$ cat config.mk
export PLATFORM = sky130hd
export DESIGN_NAME = button_debouncer_flat
export DESIGN_NICKNAME = d
export VERILOG_FILES = /design/src/rtl/btn_pkg.sv /design/src/rtl/button_debouncer_if.sv /design/src/rtl/sync_2ff.sv /design/src/rtl/button_debouncer.sv /design/src/flat_wrapper.sv
export SDC_FILE = /design/constraint.sdc
export NUM_CORES = 1
export LEC_CHECK = 0
export ABC_AREA = 1
export ABC_CLOCK_PERIOD_IN_PS = 2150
export CAP_MARGIN = 25
export CORE_MARGIN = 2
export CORE_UTILIZATION = 29
export CTS_CLUSTER_DIAMETER = 60
export DETAILED_ROUTE_END_ITERATION = 16
export PLACE_DENSITY = 0.45
export SLEW_MARGIN = 25
export SYNTH_ARGS = -nofsm -noshare
export SYNTH_HDL_FRONTEND = slang
export SYNTH_SLANG_ARGS = --single-unit
$ cat constraint.sdc
create_clock -name clk -period 2.15 [get_ports clk]
set_input_delay 0.3225 -clock clk [delete_from_list [all_inputs] [get_ports clk]]
set_output_delay 0.3225 -clock clk [all_outputs]
set_load 0.02 [all_outputs]
$ cat src/rtl/btn_pkg.sv
// rtl/btn_pkg.sv - shared state type, 125 MHz default timing constants and helpers for button_debouncer
package btn_pkg;

  // Debounce FSM states.
  typedef enum logic [1:0] {
    ST_RELEASED     = 2'd0,
    ST_PRESS_PEND   = 2'd1,
    ST_HELD         = 2'd2,
    ST_RELEASE_PEND = 2'd3
  } btn_state_t;

  // Default timing at a 125 MHz system clock.
  localparam int DEF_DEBOUNCE_CYCLES     = 1_250_000;   // 10 ms
  localparam int DEF_REPEAT_DELAY_CYCLES = 62_500_000;  // 0.5 s
  localparam int DEF_REPEAT_RATE_CYCLES  = 25_000_000;  // 0.2 s

  // Larger of two ints, used to size the shared counter width.
  function automatic int max_int(input int a, input int b);
    return (a > b) ? a : b;
  endfunction

endpackage

$ cat src/rtl/button_debouncer_if.sv
// rtl/button_debouncer_if.sv - raw button in, conditioned level/strobes/count out
interface button_debouncer_if;

  logic       btn_in;       // raw, asynchronous, bouncy
  logic       btn_level;    // debounced level, 1 = held
  logic       btn_press;    // one-cycle strobe per accepted press (and repeat)
  logic       btn_release;  // one-cycle strobe per accepted release
  logic [7:0] press_count;  // accepted press strobes, wraps 255->0

  // Side that drives the button and consumes the conditioned outputs.
  modport master (
    output btn_in,
    input  btn_level,
    input  btn_press,
    input  btn_release,
    input  press_count
  );

  // The debouncer itself.
  modport slave (
    input  btn_in,
    output btn_level,
    output btn_press,
    output btn_release,
    output press_count
  );

endinterface

$ cat src/rtl/sync_2ff.sv
// rtl/sync_2ff.sv - generic 1-bit two-flop synchronizer with asynchronous reset to 0
module sync_2ff (
  input  logic clk,
  input  logic rst,
  input  logic d,
  output logic q
);

  logic sync_q1_q, sync_q1_d;
  logic sync_q2_q, sync_q2_d;

  // Shift the asynchronous input through two stages.
  always_comb begin
    sync_q1_d = d;
    sync_q2_d = sync_q1_q;
  end

  // Synchronizer flops; the first stage may go metastable, the second settles it.
  always_ff @(posedge clk or posedge rst) begin
    if (rst) begin
      sync_q1_q <= 1'b0;
      sync_q2_q <= 1'b0;
    end else begin
      sync_q1_q <= sync_q1_d;
      sync_q2_q <= sync_q2_d;
    end
  end

  assign q = sync_q2_q;

endmodule

$ cat src/rtl/button_debouncer.sv
// rtl/button_debouncer.sv - synchronizer + counter-based debounce FSM; optional auto-repeat under BTN_AUTOREPEAT_EN
module button_debouncer
  import btn_pkg::*;
#(
  parameter int DEBOUNCE_CYCLES = DEF_DEBOUNCE_CYCLES
`ifdef BTN_AUTOREPEAT_EN
  ,
  parameter int REPEAT_DELAY_CYCLES = DEF_REPEAT_DELAY_CYCLES,
  parameter int REPEAT_RATE_CYCLES  = DEF_REPEAT_RATE_CYCLES
`endif
) (
  input  logic               clk,
  input  logic               rst,
  button_debouncer_if.slave  bus
);

`ifdef BTN_AUTOREPEAT_EN
  localparam int MAX_CYCLES = max_int(DEBOUNCE_CYCLES,
                                      max_int(REPEAT_DELAY_CYCLES, REPEAT_RATE_CYCLES));
`else
  localparam int MAX_CYCLES = DEBOUNCE_CYCLES;
`endif
  localparam int CNT_W = $clog2(MAX_CYCLES);

  localparam logic [CNT_W-1:0] DB_LAST = CNT_W'(DEBOUNCE_CYCLES - 1);
`ifdef BTN_AUTOREPEAT_EN
  localparam logic [CNT_W-1:0] RPT_DELAY_LAST = CNT_W'(REPEAT_DELAY_CYCLES - 1);
  localparam logic [CNT_W-1:0] RPT_RATE_LAST  = CNT_W'(REPEAT_RATE_CYCLES - 1);
`endif

  logic sync_q2;

  btn_state_t       state_q, state_d;
  logic [CNT_W-1:0] cnt_q, cnt_d;
  logic             btn_level_q, btn_level_d;
  logic             btn_press_q, btn_press_d;
  logic             btn_release_q, btn_release_d;
  logic [7:0]       press_count_q, press_count_d;
`ifdef BTN_AUTOREPEAT_EN
  logic [CNT_W-1:0] rpt_cnt_q, rpt_cnt_d;
  logic             rpt_first_q, rpt_first_d;  // still waiting for the initial delay
`endif

  sync_2ff u_sync (
    .clk (clk),
    .rst (rst),
    .d   (bus.btn_in),
    .q   (sync_q2)
  );

  // Next-state logic: a pending edge is accepted only if the synchronized input
  // stays at the new level through the terminal-count edge; strobes default low.
  always_comb begin
    state_d       = state_q;
    cnt_d         = cnt_q;
    btn_level_d   = btn_level_q;
    btn_press_d   = 1'b0;
    btn_release_d = 1'b0;
    press_count_d = press_count_q;
`ifdef BTN_AUTOREPEAT_EN
    rpt_cnt_d     = rpt_cnt_q;
    rpt_first_d   = rpt_first_q;
`endif

    unique case (state_q)
      ST_RELEASED: begin
        if (sync_q2) begin
          state_d = ST_PRESS_PEND;
          cnt_d   = '0;
        end
      end

      ST_PRESS_PEND: begin
        if (!sync_q2) begin
          state_d = ST_RELEASED;
        end else if (cnt_q == DB_LAST) begin
          state_d       = ST_HELD;
          btn_level_d   = 1'b1;
          btn_press_d   = 1'b1;
          press_count_d = press_count_q + 8'd1;
`ifdef BTN_AUTOREPEAT_EN
          rpt_cnt_d     = '0;
          rpt_first_d   = 1'b1;
`endif
        end else begin
          cnt_d = cnt_q + 1'b1;
        end
      end

      ST_HELD: begin
        if (!sync_q2) begin
          state_d = ST_RELEASE_PEND;
          cnt_d   = '0;
        end
`ifdef BTN_AUTOREPEAT_EN
        // Repeat timing runs from HELD entry; it pauses (not restarts) while a
        // release is pending, so a short bounce does not reset the delay.
        else if (rpt_first_q) begin
          if (rpt_cnt_q == RPT_DELAY_LAST) begin
            btn_press_d   = 1'b1;
            press_count_d = press_count_q + 8'd1;
            rpt_cnt_d     = '0;
            rpt_first_d   = 1'b0;
          end else begin
            rpt_cnt_d = rpt_cnt_q + 1'b1;
          end
        end else begin
          if (rpt_cnt_q == RPT_RATE_LAST) begin
            btn_press_d   = 1'b1;
            press_count_d = press_count_q + 8'd1;
            rpt_cnt_d     = '0;
          end else begin
            rpt_cnt_d = rpt_cnt_q + 1'b1;
          end
        end
`endif
      end

      ST_RELEASE_PEND: begin
        if (sync_q2) begin
          state_d = ST_HELD;
        end else if (cnt_q == DB_LAST) begin
          state_d       = ST_RELEASED;
          btn_level_d   = 1'b0;
          btn_release_d = 1'b1;
`ifdef BTN_AUTOREPEAT_EN
          rpt_cnt_d     = '0;
          rpt_first_d   = 1'b1;
`endif
        end else begin
          cnt_d = cnt_q + 1'b1;
        end
      end

      default: begin
        state_d = ST_RELEASED;
        cnt_d   = '0;
      end
    endcase
  end

  // State, counters and registered outputs; reset clears everything at once.
  always_ff @(posedge clk or posedge rst) begin
    if (rst) begin
      state_q       <= ST_RELEASED;
      cnt_q         <= '0;
      btn_level_q   <= 1'b0;
      btn_press_q   <= 1'b0;
      btn_release_q <= 1'b0;
      press_count_q <= 8'd0;
`ifdef BTN_AUTOREPEAT_EN
      rpt_cnt_q     <= '0;
      rpt_first_q   <= 1'b1;
`endif
    end else begin
      state_q       <= state_d;
      cnt_q         <= cnt_d;
      btn_level_q   <= btn_level_d;
      btn_press_q   <= btn_press_d;
      btn_release_q <= btn_release_d;
      press_count_q <= press_count_d;
`ifdef BTN_AUTOREPEAT_EN
      rpt_cnt_q     <= rpt_cnt_d;
      rpt_first_q   <= rpt_first_d;
`endif
    end
  end

  assign bus.btn_level   = btn_level_q;
  assign bus.btn_press   = btn_press_q;
  assign bus.btn_release = btn_release_q;
  assign bus.press_count = press_count_q;

endmodule

$ cat src/flat_wrapper.sv
// flat-port wrapper written by rule: the top's interface ports become plain ports
module button_debouncer_flat import btn_pkg::*;
#(
  parameter int DEBOUNCE_CYCLES = DEF_DEBOUNCE_CYCLES

)
  (clk, rst, bus_btn_in, bus_btn_level, bus_btn_press, bus_btn_release, bus_press_count);
  button_debouncer_if bus_i ();
  input  logic clk;
  input  logic rst;
  input wire logic [$bits(bus_i.btn_in)-1:0] bus_btn_in;
  output wire logic [$bits(bus_i.btn_level)-1:0] bus_btn_level;
  output wire logic [$bits(bus_i.btn_press)-1:0] bus_btn_press;
  output wire logic [$bits(bus_i.btn_release)-1:0] bus_btn_release;
  output wire logic [$bits(bus_i.press_count)-1:0] bus_press_count;
  assign bus_i.btn_in = bus_btn_in;
  assign bus_btn_level = bus_i.btn_level;
  assign bus_btn_press = bus_i.btn_press;
  assign bus_btn_release = bus_i.btn_release;
  assign bus_press_count = bus_i.press_count;
  button_debouncer #(.DEBOUNCE_CYCLES(DEBOUNCE_CYCLES)) u_core (.clk(clk), .rst(rst), .bus(bus_i));
endmodule
# Yosys cells after proc, flatten, opt, wreduce, memory -nomap -nowiden
# Index checks and enable logic that the tools add are counted.
# word_totals
output_inout_bits,11
word_cells,51
inputBits,3
regBits,36
# op_classes
mux,23
n_reduce_logical,6
add_sub_neg,2
eq_ne,12
# op_table
operator,count
$mux 21,5
$pmux 21 s4,1
$add 21x1->21 const B,1
$eq 21x21->1 const B,1
$mux 2,6
$mux 1,9
$add 8x1->8 const B,1
$ne 2x2->1 const B,4
$pmux 2 s4,1
$reduce_and 4->1,2
$ne 3x2->1 const B,2
$reduce_and 5->1,1
$eq 2x2->1 const B,2
$ne 2x1->1 const B,2
$reduce_and 3->1,1
$eq 2x1->1 const B,1
$logic_not 2->1,1
$pmux 1 s2,1
$reduce_bool 2->1,1

# Logic depth before layout (Yosys ltp)
# Gate-level depths: netlist (run 1).
# depth
word_depth,4
depth_mapped,10

# Modules after synthesis
# A second synthesis (run 1) with hierarchy kept.
# unflattened
hier_cells,312
area_unflattened_um2,2219.6
# modules_own_cells
mod,seq_area_each_um2,n_inst,area_per_inst_um2,cells_each
button_debouncer,850.8,1,2165.8,309
sync_2ff,50.0,1,53.8,3

# Least setup slack after synthesis (run 1)
# No wires, ideal clock.
# synth_path
path_kind,register -> register
from,register u_core.cnt_q[0]
to,register u_core.cnt_q[17]
required_ps,2034
period_less_slack_ps,1444
setup_ps,116
path_slack_ps,706
path_stages_with_launch,10
arrival_ps,1327
n_path_buf,1
path_cell_list,dfrtp_1 > ha_1 > nand3_2 > nor2_4 > nand3_2 > nand3_1 > inv_2 > buf_6 > nand2_1 > nand2_1
# synth_via
elab_chain_cells,4
word_cells_on_any_way,6
classes_between,add/sub: 1; eq/ne: 1; mux: 4
# synth_lines
item,line_no,rtl
"start, declared",button_debouncer.sv:34,"logic [CNT_W-1:0] cnt_q, cnt_d;"
"start signal, assigned",button_debouncer.sv:157,cnt_q <= cnt_d;
$add 21x1->21 / $eq 21x21->1 (equally long branches),n/a,
$mux 21 (*),"button_debouncer.sv:76, button_debouncer.sv:122",
"$mux 21, on equally long branches","button_debouncer.sv:120, button_debouncer.sv:74",
$pmux 21 s4 (*),button_debouncer.sv:65,unique case (state_q)
# Every way passes the cells marked *; elsewhere a longest branch is shown, timed or not. The select of a mux whose other input is x is not followed.
# A chain may end at the register's enable or synchronous reset.

# Worst setup path in the final report (run 1)
# layout_path
from,register u_core.press_count_q[2] (netlist: u_core.bus.press_count[2])
to,output port bus_press_count[2]
# layout_lines
item,line_no,rtl
"start, declared",button_debouncer.sv:38,"logic [7:0] press_count_q, press_count_d;"
"start signal, assigned",button_debouncer.sv:161,press_count_q <= press_count_d;
"end, declared",flat_wrapper.sv:15,output wire logic [$bits(bus_i.press_count)-1:0] bus_press_count;
# No word-level cell between the ends.

==> flow_metrics.env, run 1 <==
export IMPL_crit_chain="clkdlybuf4s50_1"
export IMPL_routed_wl_um=4505
export IMPL_regToRegStartpoint="u_core.cnt_q[0]$_DFFE_PP0P_"
export IMPL_grt_pass1_wl_um=7610
export IMPL_ys_seq_area_frac=0.4260
export IMPL_place_area_mm2=0.002331
export IMPL_period_share=0.7961
export IMPL_grt_max_degree=37
export IMPL_worst_r2r_endpoint="u_core.cnt_q[10]$_DFFE_PP0P_"
export IMPL_core_area_mm2=0.007137
export IMPL_cp_required_ns=1.83
export IMPL_dr_first_iter_drc_count=84
export IMPL_cts_made_buffers=5
export IMPL_holdPathEnd="u_core.u_sync.q$_DFF_PP0_"
export IMPL_slew_viol_final=0
export IMPL_startpoint_type="register"
export IMPL_grt_setup_unrepaired="no"
export IMPL_post_cts_resized=0
export IMPL_rr_worst_depth=7
export IMPL_portBuffers=13
export IMPL_drive_gt1_frac=0.08553
export IMPL_finalWeightedCongestion=0.7534
export IMPL_dieHeight_um=89.39
export IMPL_top_layer="met4"
export IMPL_drv_cap=0
export IMPL_synth_avg_cell_area_um2=7.393
export IMPL_dr_wl_met2_um=2144
export IMPL_area_growth_pct=15.33
export IMPL_dp_hpwl_um=3167
export IMPL_syn_area_mm2=0.002115
export IMPL_grt_overflow=0
export IMPL_cts_tree="yes"
export IMPL_cts_root_buffer="clkbuf_8"
export IMPL_synth_distinct_cells=24
export IMPL_r2r_slack_ns=0.51
export IMPL_finalHoldViolations=0
export IMPL_holdPathStages=0
export IMPL_criticalPathCategory="register to output port"
export IMPL_nFillCells=781
export IMPL_firstDrtPassIters=4
export IMPL_die_w_um=89.39
export IMPL_synth_ff_type="dfrtp_1"
export IMPL_synthXorXnorAreaFrac=0.07041
export IMPL_ir_worst_vdd_uv=258.0
export IMPL_synth_seq_cells=36
export IMPL_synth_fa_ha_area_frac=0.01183
export IMPL_synth_top_cell_by_area="dfrtp_1"
export IMPL_p_leak_nw=1.203
export IMPL_yosys_warnings=0
export IMPL_via_count=1756
export IMPL_synth_mux_area_frac=0
export IMPL_grt_util_all_layers=0.1235
export IMPL_critPathMaxFanout=6
export IMPL_critical_path_max_stage_delay_ns=0.64
export IMPL_min_period_ns=1.712
export IMPL_synth_top_family_by_area="simple AND/OR/NAND/NOR gates"
export IMPL_postSynthCellCount=286
export IMPL_run_status="completed"
export IMPL_critPathBufInv=1
export IMPL_critPathCaptureType="output port"
export IMPL_clk_insertion_delay_late_ns=0.29
export IMPL_hp_class="register to register"
export IMPL_max_slew_margin=0.6793
export IMPL_cp_top_family="buffers and inverters"
export IMPL_post_cts_buffers=0
export IMPL_power_total_mw=1.358
export IMPL_met1_length_um=2158
export IMPL_grt_antenna_before_repair=0
export IMPL_setup_viol=0
export IMPL_crit_arrival_ns=1.39
export IMPL_antennaDiodeCount=0
export IMPL_final_area_mm2=0.002439
export IMPL_vias_per_cell=4.357
export IMPL_grt_pass1_vias=1638
export IMPL_die_area_mm2=0.007991
export IMPL_clock_path_buffers=2
export IMPL_synth_simple_gate_area_frac=0.4036
export IMPL_min_from="u_core.u_sync.sync_q1_q$_DFF_PP0_"
export IMPL_p_per_area_mw_per_mm2=556.8
export IMPL_netlist_area_leader_share=0.4260
export IMPL_wl_per_cell_um=11.18
export IMPL_numClockSinks=36
export IMPL_io_pins=14
export IMPL_skew_ns=0.005558
export IMPL_path_clk_slew_ns=0.08
export IMPL_nNetsFinal=308
export IMPL_drc_errors=0
export IMPL_start_util=0.2963
export IMPL_holdBufCountCts=0
export IMPL_synth_compound_area_share=0.01183
export IMPL_cpMaxStageDelayCell="clkdlybuf4s50_1"
export IMPL_rows=31
export IMPL_max_freq_mhz=584.3
export IMPL_synth_fp_nets=291
export IMPL_htreeDepth=2
export IMPL_postRouteAntennaNets=0
export IMPL_synthTopCellsByArea="dfrtp_1, nand2_1, xor2_1"
export IMPL_synth_edf_count=0
export IMPL_setup_tns_ns=0
export IMPL_worstMarginPinSlew_ns=0.4810
export IMPL_wl_met3_um=139
export IMPL_synthArstFlopShare=1.000
export IMPL_yosysMostFrequentCell="nand2_1"
export IMPL_synth_common_cells="nand2_1, dfrtp_1, inv_1"
metrics by stage:
step / util / instances / hold slack [ns] / worst slack, ns
2_1_floorplan: - / 286 / 0.3312 / 0.7061
3_3_place_gp: 0.3266 / 395 / 0.3336 / 0.5410
3_5_place_dp: 0.3266 / 395 / 0.3405 / 0.5021
4_1_cts: 0.3417 / 403 / 0.3588 / 0.4124
5_1_grt: 0.3417 / 403 / 0.3692 / 0.3196
6_report: 0.3417 / 403 / 0.3541 / 0.4385
flip-flops by register name (all words and copies together), names as in the netlist, named ones only:
name and count:
u_core.u_sync.q 1, u_core.bus.press_count 8, u_core.bus.btn_level 1, u_core.u_sync.sync_q1_q 1, u_core.bus.btn_release 1, u_core.state_q 1
u_core.cnt_q 21, u_core.bus.btn_press 1
where the power goes:
group | switching, mW | leakage [nW] | total (mW) | internal [mW]
Combinational | 0.0389 | 0.653 | 0.0535 | 0.0146
Clock | 0.264 | 0.0552 | 0.608 | 0.345
Sequential | 0.0103 | 0.494 | 0.696 | 0.686
cell type report:
class | count | area [um2] | share of cell area
clock buffers | 6 | 72.57 | 0.02976
clock inverters | 2 | 35.03 | 0.01437
inverters | 31 | 116.4 | 0.04772
multi-input cells | 215 | 1052 | 0.4315
flip-flops and latches | 36 | 900.9 | 0.3694
well taps | 99 | 123.9 | 0.05080
repair buffers | 14 | 137.6 | 0.05644
metal layers:
layer  global-route usage  vias up
met3              0.02770        5
met2               0.2047       23
met4              0.04071        0
li1                     -      916
met1               0.1595      812
met5                    0        -
cells by family after synthesis:
| kind of cell | count (synthesis) |
|---|---|
| adder cells (fa/ha/maj) | 2 |
| AO/OA/AOI/OAI | 5 |
| AND/OR/NAND/NOR | 191 |
| flip-flops | 36 |
| buffers and inverters | 35 |
| XOR/XNOR | 17 |
worst reg2reg max path, stage by stage (launching register included):
cell and delay, ns:
dfrtp_1 0.39, ha_1 0.25, nand3_2 0.17, nor2_4 0.20, nand4_4 0.15, nand2_4 0.26, nand2_1 0.09, nand2_1 0.08
cells in the final DEF, fill, tap and decap left out, types with 4 or more instances in the layout:
cell and instances:
nand4_1 9, nand2_1 124, clkdlybuf4s50_1 13, dfrtp_1 36, inv_2 4, clkbuf_8 5
inv_1 26, nor2_1 22, xor2_1 12, nand3_1 15, nor3_1 5, nor2_2 5
xnor2_1 5
worst max-delay path by stage:
stage | slack, ns | from | depth (start not counted) | end
after floorplan | 0.71 | u_core.cnt_q[0]$_DFFE_PP0P_ | 9 | u_core.cnt_q[17]$_DFFE_PP0P_
after CTS | 0.41 | u_core.bus.press_count[2]$_DFFE_PP0P_ | 1 | bus_press_count[2]
final | 0.44 | u_core.bus.press_count[2]$_DFFE_PP0P_ | 1 | bus_press_count[2]
after global routing | 0.32 | u_core.cnt_q[1]$_DFFE_PP0P_ | 7 | u_core.bus.press_count[6]$_DFFE_PP0P_
after detailed placement | 0.50 | u_core.cnt_q[0]$_DFFE_PP0P_ | 8 | u_core.cnt_q[8]$_DFFE_PP0P_
after global placement | 0.54 | u_core.cnt_q[0]$_DFFE_PP0P_ | 8 | u_core.cnt_q[8]$_DFFE_PP0P_
(Power assumes the default switching activity.)
==> run 2: changes to the inputs <==
- ABC_CLOCK_PERIOD_IN_PS: 2150 -> 1650
- clock period: 2.15 -> 1.65 ns (I/O delays scaled with it)
==> flow_metrics.env, run 2 (same netlist as run 1, synthesis figures left out) <==
export IMPL_finalHoldViolations=0
export IMPL_setup_slack_ns=0.07576
export IMPL_die_area_mm2=0.007991
export IMPL_power_frac_seq=0.508
export IMPL_clk_insertion_delay_late_ns=0.29
export IMPL_setup_viol=0
export IMPL_grt_antenna_before_repair=0
export IMPL_drv_cap=0
export IMPL_dr_first_iter_drc_count=99
export IMPL_slew_viol_final=0
export IMPL_cpMaxStageDelayCell="clkdlybuf4s50_1"
export IMPL_final_cell_mix="nand2_1, dfrtp_1, inv_1"
export IMPL_area_growth_pct=22.19
export IMPL_top_layer="met4"
export IMPL_holdWs_ns=0.3044
export IMPL_dp_cells=403
export IMPL_endpoint="bus_press_count[0]"
export IMPL_worstMarginPinSlew_ns=0.3976
export IMPL_crit_chain="clkdlybuf4s50_1"
export IMPL_cp_top_family="buffers and inverters"
export IMPL_wl_per_cell_um=11.29
export IMPL_start_util=0.2963
export IMPL_crit_path_start="u_core.bus.press_count[0]$_DFFE_PP0P_"
export IMPL_max_freq_mhz=635.2
export IMPL_via_count=1770
export IMPL_antennaDiodeCount=0
export IMPL_p_leak_nw=1.337
export IMPL_grt_max_degree=37
export IMPL_skew_ns=0.003671
export IMPL_critical_path_max_stage_delay_ns=0.63
export IMPL_cp_required_ns=1.40
export IMPL_combPwrFrac=0.054
export IMPL_firstDrtPassIters=4
export IMPL_drive_gt1_frac=0.1369
export IMPL_cts_tree="yes"
export IMPL_routed_wl_um=4664
export IMPL_place_area_mm2=0.002404
export IMPL_rows=31
export IMPL_worst_r2r_endpoint="u_core.bus.btn_level$_DFFE_PP0P_"
export IMPL_final_area_mm2=0.002584
export IMPL_htreeDepth=2
export IMPL_dieHeight_um=89.39
export IMPL_critPathBufInv=1
export IMPL_dpl_worst_slack_ns=0.04766
export IMPL_fin_cells=413
export IMPL_rr_worst_depth=6
export IMPL_grt_overflow=0
export IMPL_startpoint_type="register"
export IMPL_crit_arrival_ns=1.33
export IMPL_holdBufCountCts=0
export IMPL_internal_power_mw=1.377
export IMPL_power_switching_uw=406.2
export IMPL_fin_util=0.3620
export IMPL_io_pins=14
export IMPL_met1_length_um=2315
export IMPL_core_area_mm2=0.007137
export IMPL_r2r_slack_ns=0.14
export IMPL_portBuffers=13
export IMPL_path_clk_slew_ns=0.07
export IMPL_largest_reg_flops=21
export IMPL_switching_share=0.2278
export IMPL_postRouteAntennaNets=0
export IMPL_run_status="completed"
export IMPL_finalWeightedCongestion=0.7559
export IMPL_grt_util_all_layers=0.1295
export IMPL_period_share=0.9541
export IMPL_dp_hpwl_um=3259
export IMPL_ir_worst_vdd_uv=263.5
export IMPL_criticalPathCategory="register to output port"
export IMPL_die_w_um=89.39
export IMPL_top_register="u_core.cnt_q"
export IMPL_drc_errors=0
export IMPL_min_period_ns=1.574
export IMPL_regToRegStartpoint="u_core.cnt_q[1]$_DFFE_PP0P_"
export IMPL_clock_path_buffers=2
export IMPL_hp_class="input port to async pin"
export IMPL_crit_cells=1
export IMPL_p_clk_frac=0.438
export IMPL_max_slew_margin=0.7335
export IMPL_cts_made_buffers=5
export IMPL_p_per_area_mw_per_mm2=690.1
export IMPL_vias_per_cell=4.286
export IMPL_grt_pass1_vias=1735
export IMPL_grt_pass1_wl_um=8004
export IMPL_critPathMaxFanout=4
export IMPL_cts_root_buffer="clkbuf_8"
export IMPL_nNetsFinal=318
export IMPL_wl_met3_um=120
export IMPL_critPathCaptureType="output port"
export IMPL_numClockSinks=36
export IMPL_final_common_cell="nand2_1"
export IMPL_dr_wl_met2_um=2140
==> run 2: routing by layer <==
layer	vias up	track usage
met4	0	0.04071
met5	-	0
li1	941	-
met3	9	0.02493
met2	14	0.2081
met1	806	0.1761
==> run 2: worst min path at each step <==
stage	from	to	slack, ns
after global routing	rst	u_core.bus.press_count[6]$_DFFE_PP0P_	0.33
after floorplan	bus_btn_in	u_core.u_sync.sync_q1_q$_DFF_PP0_	0.28
after global placement	u_core.u_sync.sync_q1_q$_DFF_PP0_	u_core.u_sync.q$_DFF_PP0_	0.33
after CTS	rst	u_core.cnt_q[7]$_DFFE_PP0P_	0.32
after detailed placement	u_core.u_sync.sync_q1_q$_DFF_PP0_	u_core.u_sync.q$_DFF_PP0_	0.34
final	rst	u_core.bus.press_count[7]$_DFFE_PP0P_	0.30
==> run 2: through the flow <==
step | TNS, ns | total power [mW]
2_1_floorplan | 0 | 0.9817
3_3_place_gp | 0 | 1.015
3_5_place_dp | 0 | 1.014
4_1_cts | 0 | 1.809
5_1_grt | -0.001528 | 1.863
6_report | 0 | 1.783
==> run 2: what timing repair did <==
| action | CTS | global route |
|---|---|---|
| gates resized for setup | 0 | 17 |
| setup buffers | 0 | 1 |
| endpoints found under the hold margin | 0 | 0 |
| setup endpoints to repair | 0 | 30 |
==> run 2: power groups by stage <==
stage | logic, mW | clock network, mW | registers (mW)
2_1_floorplan | 0.0594 | 0 | 0.922
3_3_place_gp | 0.0925 | 0 | 0.922
3_5_place_dp | 0.0912 | 0 | 0.922
4_1_cts | 0.0916 | 0.813 | 0.905
5_1_grt | 0.110 | 0.846 | 0.906
6_report | 0.0964 | 0.781 | 0.905
==> run 2: area by class of cell <==
| class | count | area (um2) |
|---|---|---|
| timing repair buffer | 23 | 227.7 |
| fill | 784 | 4553 |
| sequential | 36 | 902.1 |
| tap | 99 | 123.9 |
| inverter | 31 | 118.9 |
| clock buffer | 6 | 72.57 |
| clock inverter | 2 | 35.03 |
| multi-input combinational | 216 | 1104 |
==> run 3: changes to the inputs <==
- CORE_UTILIZATION: 29 -> 25
- GPL_TIMING_DRIVEN: default -> 0
- PLACE_DENSITY: 0.45 -> 0.4
==> flow_metrics.env, run 3 (same netlist as run 1, synthesis figures left out) <==
export IMPL_drv_cap=0
export IMPL_grt_pass1_wl_um=8266
export IMPL_slew_viol_final=0
export IMPL_area_growth_pct=23.91
export IMPL_p_clk_frac=0.441
export IMPL_htreeDepth=2
export IMPL_dieHeight_um=95.97
export IMPL_dp_cells=405
export IMPL_combPwrFrac=0.056
export IMPL_vias_per_cell=4.182
export IMPL_grt_util_all_layers=0.1196
export IMPL_r2r_slack_ns=0.16
export IMPL_skew_ns=0.01028
export IMPL_critPathMaxFanout=4
export IMPL_run_status="completed"
export IMPL_path_clk_slew_ns=0.08
export IMPL_start_util=0.2573
export IMPL_worstMarginPinSlew_ns=0.4183
export IMPL_cts_root_buffer="clkbuf_8"
export IMPL_finalWeightedCongestion=0.7890
export IMPL_final_cell_mix="nand2_1, dfrtp_1, inv_1"
export IMPL_postRouteAntennaNets=0
export IMPL_grt_pass1_vias=1635
export IMPL_drc_errors=0
export IMPL_antennaDiodeCount=0
export IMPL_finalHoldViolations=0
export IMPL_cts_tree="yes"
export IMPL_die_w_um=95.97
export IMPL_min_period_ns=1.586
export IMPL_nNetsFinal=317
export IMPL_ir_worst_vdd_uv=385.5
export IMPL_switching_share=0.2350
export IMPL_clk_insertion_delay_late_ns=0.30
export IMPL_worst_r2r_endpoint="u_core.cnt_q[14]$_DFFE_PP0P_"
export IMPL_firstDrtPassIters=4
export IMPL_numClockSinks=36
export IMPL_cp_top_family="buffers and inverters"
export IMPL_holdWs_ns=0.2561
export IMPL_period_share=0.9610
export IMPL_portBuffers=13
export IMPL_via_count=1748
export IMPL_p_leak_nw=1.297
export IMPL_crit_chain="clkdlybuf4s50_1"
export IMPL_dr_first_iter_drc_count=62
export IMPL_startpoint_type="register"
export IMPL_final_common_cell="nand2_1"
export IMPL_regToRegStartpoint="u_core.cnt_q[0]$_DFFE_PP0P_"
export IMPL_grt_antenna_before_repair=0
export IMPL_max_freq_mhz=630.6
export IMPL_p_per_area_mw_per_mm2=690.3
export IMPL_setup_viol=0
export IMPL_largest_reg_flops=21
export IMPL_clock_path_buffers=2
export IMPL_power_switching_uw=425.0
export IMPL_power_frac_seq=0.504
export IMPL_top_register="u_core.cnt_q"
export IMPL_fin_cells=418
export IMPL_dp_hpwl_um=3552
export IMPL_criticalPathCategory="register to output port"
export IMPL_crit_arrival_ns=1.34
export IMPL_nFillCells=869
export IMPL_io_pins=14
export IMPL_drive_gt1_frac=0.1565
export IMPL_max_slew_margin=0.7196
export IMPL_critPathCaptureType="output port"
export IMPL_internal_power_mw=1.384
export IMPL_cpMaxStageDelayCell="clkdlybuf4s50_1"
export IMPL_cp_required_ns=1.40
export IMPL_cts_made_buffers=5
export IMPL_critPathBufInv=1
export IMPL_rr_worst_depth=8
export IMPL_grt_overflow=0
export IMPL_wl_per_cell_um=11.70
export IMPL_routed_wl_um=4890
export IMPL_power_total_mw=1.809
export IMPL_hp_class="input port to async pin"
export IMPL_grt_max_degree=22
export IMPL_die_area_mm2=0.009209
export IMPL_critical_path_max_stage_delay_ns=0.63
export IMPL_core_area_mm2=0.008217
export IMPL_rows=33
[run 3: how the worst max path moves through the flow]
stage | start | endpoint | depth (start not counted) | slack, ns
2_1_floorplan | u_core.cnt_q[0]$_DFFE_PP0P_ | u_core.cnt_q[17]$_DFFE_PP0P_ | 9 | 0.21
3_3_place_gp | rst | u_core.bus.press_count[6]$_DFFE_PP0P_ | 2 | -0.42
3_5_place_dp | u_core.cnt_q[1]$_DFFE_PP0P_ | u_core.bus.press_count[6]$_DFFE_PP0P_ | 7 | -0.02
4_1_cts | u_core.cnt_q[1]$_DFFE_PP0P_ | u_core.cnt_q[11]$_DFFE_PP0P_ | 8 | 0.001
5_1_grt | u_core.cnt_q[12]$_DFFE_PP0P_ | u_core.cnt_q[20]$_DFFE_PP0P_ | 9 | -0.006
6_report | u_core.bus.press_count[0]$_DFFE_PP0P_ | bus_press_count[0] | 1 | 0.06
[run 3: layout make-up]
type / count / area (um2) / area share
buffer: 4 / 45.04 / 0.01719
clock buffer: 5 / 68.82 / 0.02627
clock inverter: 3 / 42.54 / 0.01624
inverter: 31 / 116.4 / 0.04441
multi-input combinational: 215 / 1110 / 0.4236
sequential: 36 / 907.1 / 0.3462
tap: 105 / 131.4 / 0.05014
timing repair buffer: 19 / 198.9 / 0.07593
[run 3: power by group through the flow]
stage / sequential (mW) / clock (mW) / combinational [mW]
floorplan: 0.922 / 0 / 0.0594
global placement: 0.925 / 0 / 0.0878
detailed placement: 0.925 / 0 / 0.0965
CTS: 0.908 / 0.837 / 0.0974
global route: 0.912 / 0.876 / 0.119
finish: 0.911 / 0.797 / 0.101
[run 3: routing by layer]
layer | vias to the layer above | global-route usage | wire [um]
li1 | 932 | - | -
met1 | 798 | 0.1651 | 2559
met2 | 13 | 0.1824 | 2169
met3 | 5 | 0.02584 | 101
met4 | 0 | 0.04643 | 59
met5 | - | 0 | 0
[run 3: stage by stage]
stage	TNS (ns)	worst slack (ns)	cell area, um2	util
after floorplan	0	0.2061	2115	-
after global placement	-15.04	-0.4158	2376	0.2892
after global routing	-0.008267	-0.006106	2620	0.3189
after detailed placement	-0.01676	-0.01676	2404	0.2925
final	0	0.06428	2620	0.3189
after CTS	0	0.001315	2524	0.3071
[run 3: what timing repair did]
action | in CTS | in global routing
pin swaps | 1 | 5
setup buffers | 1 | 4
resized for setup | 2 | 19
hold buffers | 0 | 0
hold endpoints to repair | 0 | 0
endpoints found under the setup margin | 15 | 29
